<file path="config.mk">
export PLATFORM = sky130hd
export DESIGN_NAME = mul_seq_param
export DESIGN_NICKNAME = d
export VERILOG_FILES = /design/src/rtl/mul_seq_pkg.sv /design/src/rtl/mul_seq_ctrl.sv /design/src/rtl/mul_seq_param.sv
export SDC_FILE = /design/constraint.sdc
export NUM_CORES = 1
export LEC_CHECK = 0
export CORE_AREA = 2 2 120 122
export CTS_BUF_LIST = sky130_fd_sc_hd__clkbuf_4
export DETAILED_ROUTE_END_ITERATION = 10
export DIE_AREA = 0 0 122 124
export GPL_TIMING_DRIVEN = 0
export PLACE_DENSITY = 0.74
export SYNTH_ARGS = -nofsm -noshare
export SYNTH_HDL_FRONTEND = slang
export SYNTH_HIERARCHICAL = 1
export SYNTH_SLANG_ARGS = --single-unit
</file>
<file path="constraint.sdc">
create_clock -name clk -period 3.6 [get_ports clk]
set_input_delay 0.72 -clock clk [delete_from_list [all_inputs] [get_ports clk]]
set_output_delay 0.72 -clock clk [all_outputs]
set_load 0.01 [all_outputs]
</file>
<file path="src/rtl/mul_seq_pkg.sv">
// Shared definitions for the sequential shift-add multiplier: FSM encoding
// and the widest operand the datapath is built for.
package mul_seq_pkg;

  localparam int MUL_MAX_WIDTH = 32;
  localparam int MUL_MIN_WIDTH = 4;

  typedef enum logic [1:0] {
    IDLE = 2'd0,
    CALC = 2'd1,
    FIX  = 2'd2,
    DONE = 2'd3
  } mul_state_e;

endpackage

</file>
<file path="src/rtl/mul_seq_ctrl.sv">
// Controller for the shift-add multiplier: sequences load, shift/add,
// sign fix-up and the one-cycle done pulse; busy and done are registered.
module mul_seq_ctrl
  import mul_seq_pkg::*;
(
  input  logic clk,
  input  logic rst,
  input  logic start,
  input  logic bz,
  input  logic b_lsb,
  output logic ld,
  output logic shift,
  output logic add_en,
  output logic fix_en,
  output logic busy,
  output logic done
);

  mul_state_e state;

  // Handshake: start is honoured only in IDLE; requests seen while busy or
  // in the DONE cycle are dropped, never queued.  done pulses for exactly
  // one cycle with busy low, and product is valid from that cycle on.
  always_ff @(posedge clk) begin
    if (rst) begin
      state <= IDLE;
      busy  <= 1'b0;
      done  <= 1'b0;
    end else begin
      case (state)
        IDLE: begin
          done <= 1'b0;
          if (start) begin
            state <= CALC;
            busy  <= 1'b1;
          end
        end
        CALC: begin
          if (bz) begin
            state <= FIX;
          end
        end
        FIX: begin
          state <= DONE;
          busy  <= 1'b0;
          done  <= 1'b1;
        end
        DONE: begin
          state <= IDLE;
          done  <= 1'b0;
        end
        default: begin
          state <= IDLE;
          busy  <= 1'b0;
          done  <= 1'b0;
        end
      endcase
    end
  end

  // The edge that sees b_reg == 0 does no arithmetic, it only moves to FIX.
  assign ld     = (state == IDLE) && start;
  assign shift  = (state == CALC) && !bz;
  assign add_en = shift && b_lsb;
  assign fix_en = (state == FIX);

endmodule

</file>
<file path="src/rtl/mul_seq_param.sv">
// WIDTH-bit sequential shift-add multiplier with signed/unsigned mode and
// early termination once the remaining multiplier bits are all zero.
module mul_seq_param
  import mul_seq_pkg::*;
#(
  parameter  int WIDTH = 16,
  localparam int CNT_W = $clog2(WIDTH + 1)
) (
  input  logic                 clk,
  input  logic                 rst,
  input  logic                 start,
  input  logic                 signed_mode,
  input  logic [WIDTH-1:0]     a_in,
  input  logic [WIDTH-1:0]     b_in,
  output logic                 busy,
  output logic                 done,
  output logic [2*WIDTH-1:0]   product
);

  if (WIDTH < MUL_MIN_WIDTH || WIDTH > MUL_MAX_WIDTH) begin : g_width_check
    $error("mul_seq_param: WIDTH out of supported range");
  end

  logic [2*WIDTH-1:0] a_reg;
  logic [WIDTH-1:0]   b_reg;
  logic [2*WIDTH-1:0] acc;
  logic [CNT_W-1:0]   cnt;
  logic               neg;

  logic [WIDTH-1:0]   a_abs;
  logic [WIDTH-1:0]   b_abs;
  logic [2*WIDTH-1:0] acc_neg;

  logic ld;
  logic shift;
  logic add_en;
  logic fix_en;
  logic bz;

  // Magnitudes are taken in an unsigned WIDTH-bit field, so the most
  // negative operand maps to 2^(WIDTH-1) without overflow.
  assign a_abs   = (signed_mode && a_in[WIDTH-1]) ? (~a_in + 1'b1) : a_in;
  assign b_abs   = (signed_mode && b_in[WIDTH-1]) ? (~b_in + 1'b1) : b_in;
  assign acc_neg = ~acc + 1'b1;
  assign bz      = (b_reg == '0);

  mul_seq_ctrl u_ctrl (
    .clk    (clk),
    .rst    (rst),
    .start  (start),
    .bz     (bz),
    .b_lsb  (b_reg[0]),
    .ld     (ld),
    .shift  (shift),
    .add_en (add_en),
    .fix_en (fix_en),
    .busy   (busy),
    .done   (done)
  );

  always_ff @(posedge clk) begin
    if (rst) begin
      a_reg   <= '0;
      b_reg   <= '0;
      acc     <= '0;
      cnt     <= '0;
      neg     <= 1'b0;
      product <= '0;
    end else begin
      if (ld) begin
        a_reg <= {{WIDTH{1'b0}}, a_abs};
        b_reg <= b_abs;
        acc   <= '0;
        cnt   <= '0;
        neg   <= signed_mode & (a_in[WIDTH-1] ^ b_in[WIDTH-1]);
      end else if (shift) begin
        if (add_en) begin
          acc <= acc + a_reg;
        end
        a_reg <= a_reg << 1;
        b_reg <= b_reg >> 1;
        cnt   <= cnt + 1'b1;
      end
      // product only changes here, so it holds between operations and
      // never shows a partial sum.
      if (fix_en) begin
        product <= neg ? acc_neg : acc;
      end
    end
  end

endmodule

</file>
==> results_dict.tcl <==
set metrics [dict create \
    maxCapViolCount 0 \
    synth_cell_type_count 59 \
    numCtsBuffers 17 \
    final_hold_viol_count 0 \
    cts.sinks 117 \
    pwr_density_cell_nw_per_um2 538 \
    rsz0062_at_grt "no" \
    antenna_cells 0 \
    drt_iter0_markers 467 \
    place_congestion 0.913 \
    mostFrequentLayoutCells "dfxtp_1 (117), nor2_1 (88), nand2_1 (88), a211oi_1 (84), clkdlybuf4s50_1 (69)" \
    synth-async-reset-ratio_pct 0 \
    drc 0 \
    io_buffers 69 \
    fin_tns_setup_ns 0 \
    dieArea_um2 15100 \
    synthCells 894 \
    final_period_minus_worst_setup_slack_ns 3.32 \
    cts_tree "done" \
    finalSetupViolations 0 \
    placed_cell_area_um2 8200 \
    row_count 43 \
    grt_pass1_vias 6198 \
    crit_arrival_ns 3.79 \
    synth_edf_count 0 \
    cp.required_ns 4.08 \
    grt_use_total_pct 26.5 \
    post-cts-setup-buffers 0 \
    antenna_found_initial 0 \
    hold_path_class "reg -> reg" \
    min_path_cells 2 \
    fin_skew_ns 0.0149 \
    ys_warn_count 6 \
    core_um2 13700 \
    status "completed" \
    wirelength_um 19400 \
    fin_nets 1056 \
    p_leak_nw 3.27 \
    final_common_cell "dfxtp_1" \
    ant_nets 0 \
    yosysTopAreaCellShare_pct 32.2 \
    initial_core_util_pct 53.1 \
    worst_pin_slew_ns 0.898 \
    fmax_mhz 302 \
    num_vias 6889 \
    yosys-top-cells-area "dfxtp_1 (32%), a211oi_1 (8.7%), ha_1 (6.4%)" \
    r2r_end "acc[29]$_SDFFE_PP0P_" \
    clock_latency_ns 0.56 \
    synth_nets 968 \
    path_clk_slew_ns 0.11 \
    rr_startpoint "acc[7]$_SDFFE_PP0P_" \
    drive_gt1_share_pct 4.72 \
    hpwl_um 14700 \
    ff2ff_path_depth 10 \
    syn_area_per_cell_um2 8.15 \
    grt_max_degree 17 \
    syn_to_final_growth_pct 16.6 \
    critical_path.max_fanout 7 \
    period_share_pct 92.1 \
    min_to "u_ctrl/busy$_SDFFE_PP0P_" \
    ios 70 \
    grt_pass1_wl_um 31500 \
    ir_worst_vdd_mv 0.227 \
    cp-end-kind "register" \
    crit_start "acc[7]$_SDFFE_PP0P_" \
    slew_headroom_pct 40.1 \
    dr.pass1.iters 5 \
    final_cell_area_um2 8490 \
    start_kind "register" \
    ys_ff_latch 117 \
    fp.dieW_um 122 \
    htreeDepth 4 \
    ff2ff_setup_slack_ns 0.28 \
    seq_area_frac_synth_pct 32.2 \
    synth_ff_type "dfxtp_1" \
    vias_per_cell 5.86 \
    cts_buffer_depth 2 \
    synth.largest_area_cell "dfxtp_1" \
    die_h_um 124 \
    cts_root_buf "clkbuf_4" \
    overflow 0 \
    drv_slew 0 \
    syn_area_um2 7280 \
    critical_path_class "reg -> reg" \
    hold_start "u_ctrl/busy$_SDFFE_PP0P_" \
    wire_per_inst_um 16.5 \
]
-- cells by family after synthesis --
| family | count (synthesis) | share of synthesized area, % |
|---|---|---|
| mux | 23 | 3.16 |
| xor+xnor | 76 | 9.14 |
| flops | 117 | 32.2 |
| simple gates | 288 | 19.3 |
| buf+inv | 78 | 4.02 |
| fa+ha+maj | 38 | 6.63 |
| compound gates | 274 | 25.6 |
-- report_power, final --
group | switching (mW) | internal, mW
Sequential | 0.184 | 1.55
Clock | 0.526 | 0.482
Combinational | 1.03 | 0.787
-- stage by stage --
| stage | setup slack, ns | instances | hold slack, ns | total power, mW | utilization [%] |
|---|---|---|---|---|---|
| 4_1_cts | 0.265 | 1175 | 0.494 | 4.56 | 61.9 |
| 6_report | 0.285 | 1175 | 0.489 | 4.57 | 61.9 |
| 3_3_place_gp | 0.350 | 1143 | 0.466 | 3.55 | 59.8 |
| 2_1_floorplan | 0.729 | 894 | 0.450 | 2.90 | - |
| 5_1_grt | 0.0830 | 1175 | 0.513 | 4.85 | 61.9 |
| 3_5_place_dp | 0.316 | 1143 | 0.479 | 3.57 | 59.8 |
-- cells in the mapped netlist (all sizes together), types with 9 or more instances --
master  instances
a211oi         85
a21o           16
a21oi          56
a31oi           9
clkbuf         47
dfxtp         117
ha             37
inv            26
mux2i          23
nand2          88
nand3           9
nor2           88
nor2b          35
nor4           10
o21ai          47
o31ai          12
or3            13
xnor2          24
xor2           52
-- worst max-delay path by stage --
stage | cells past startpoint | end
6_report | 10 | acc[29]$_SDFFE_PP0P_
5_1_grt | 10 | acc[29]$_SDFFE_PP0P_
4_1_cts | 10 | acc[29]$_SDFFE_PP0P_
3_5_place_dp | 10 | acc[29]$_SDFFE_PP0P_
3_3_place_gp | 10 | acc[29]$_SDFFE_PP0P_
2_1_floorplan | 8 | product[29]$_SDFFE_PP0P_
-- worst max-delay path: stages (launching register included) --
cell and delay [ns]:
dfxtp_1 0.43, ha_1 0.34, clkbuf_1 0.26, nand4_1 0.15, a2111oi_0 0.57, a211oi_1 0.23, o31a_1 0.37, o21ai_1 0.33
a41oi_1 0.21, xor2_1 0.18, o21ai_0 0.15
-- timing repair --
item | CTS | global route
setup endpoints to repair | 0 | 2
resized for setup | 0 | 1
hold buffers | 0 | 0
-- routing by layer --
| layer | GRT usage (%) | part of all wire [%] | vias up | wire [µm] |
|---|---|---|---|---|
| met5 | 0 | 0 | - | 0 |
| met1 | 38.0 | 50 | 3228 | 9630 |
| met2 | 39.5 | 43 | 194 | 8360 |
| met4 | 7.90 | 1.7 | 0 | 335 |
| li1 | - | - | 3438 | - |
| met3 | 6.23 | 5.6 | 29 | 1090 |
-- final cells by class --
type | count | area, µm²
flip-flops and latches | 117 | 2340
plain buffers | 52 | 195
inverters | 26 | 97.6
multi-input cells | 699 | 4650
repair buffers | 69 | 691
fillers | 1242 | 5230
clock inverters | 14 | 161
well taps | 180 | 225
clock buffers | 18 | 135
Note: power is estimated with default switching activity, not from simulation.
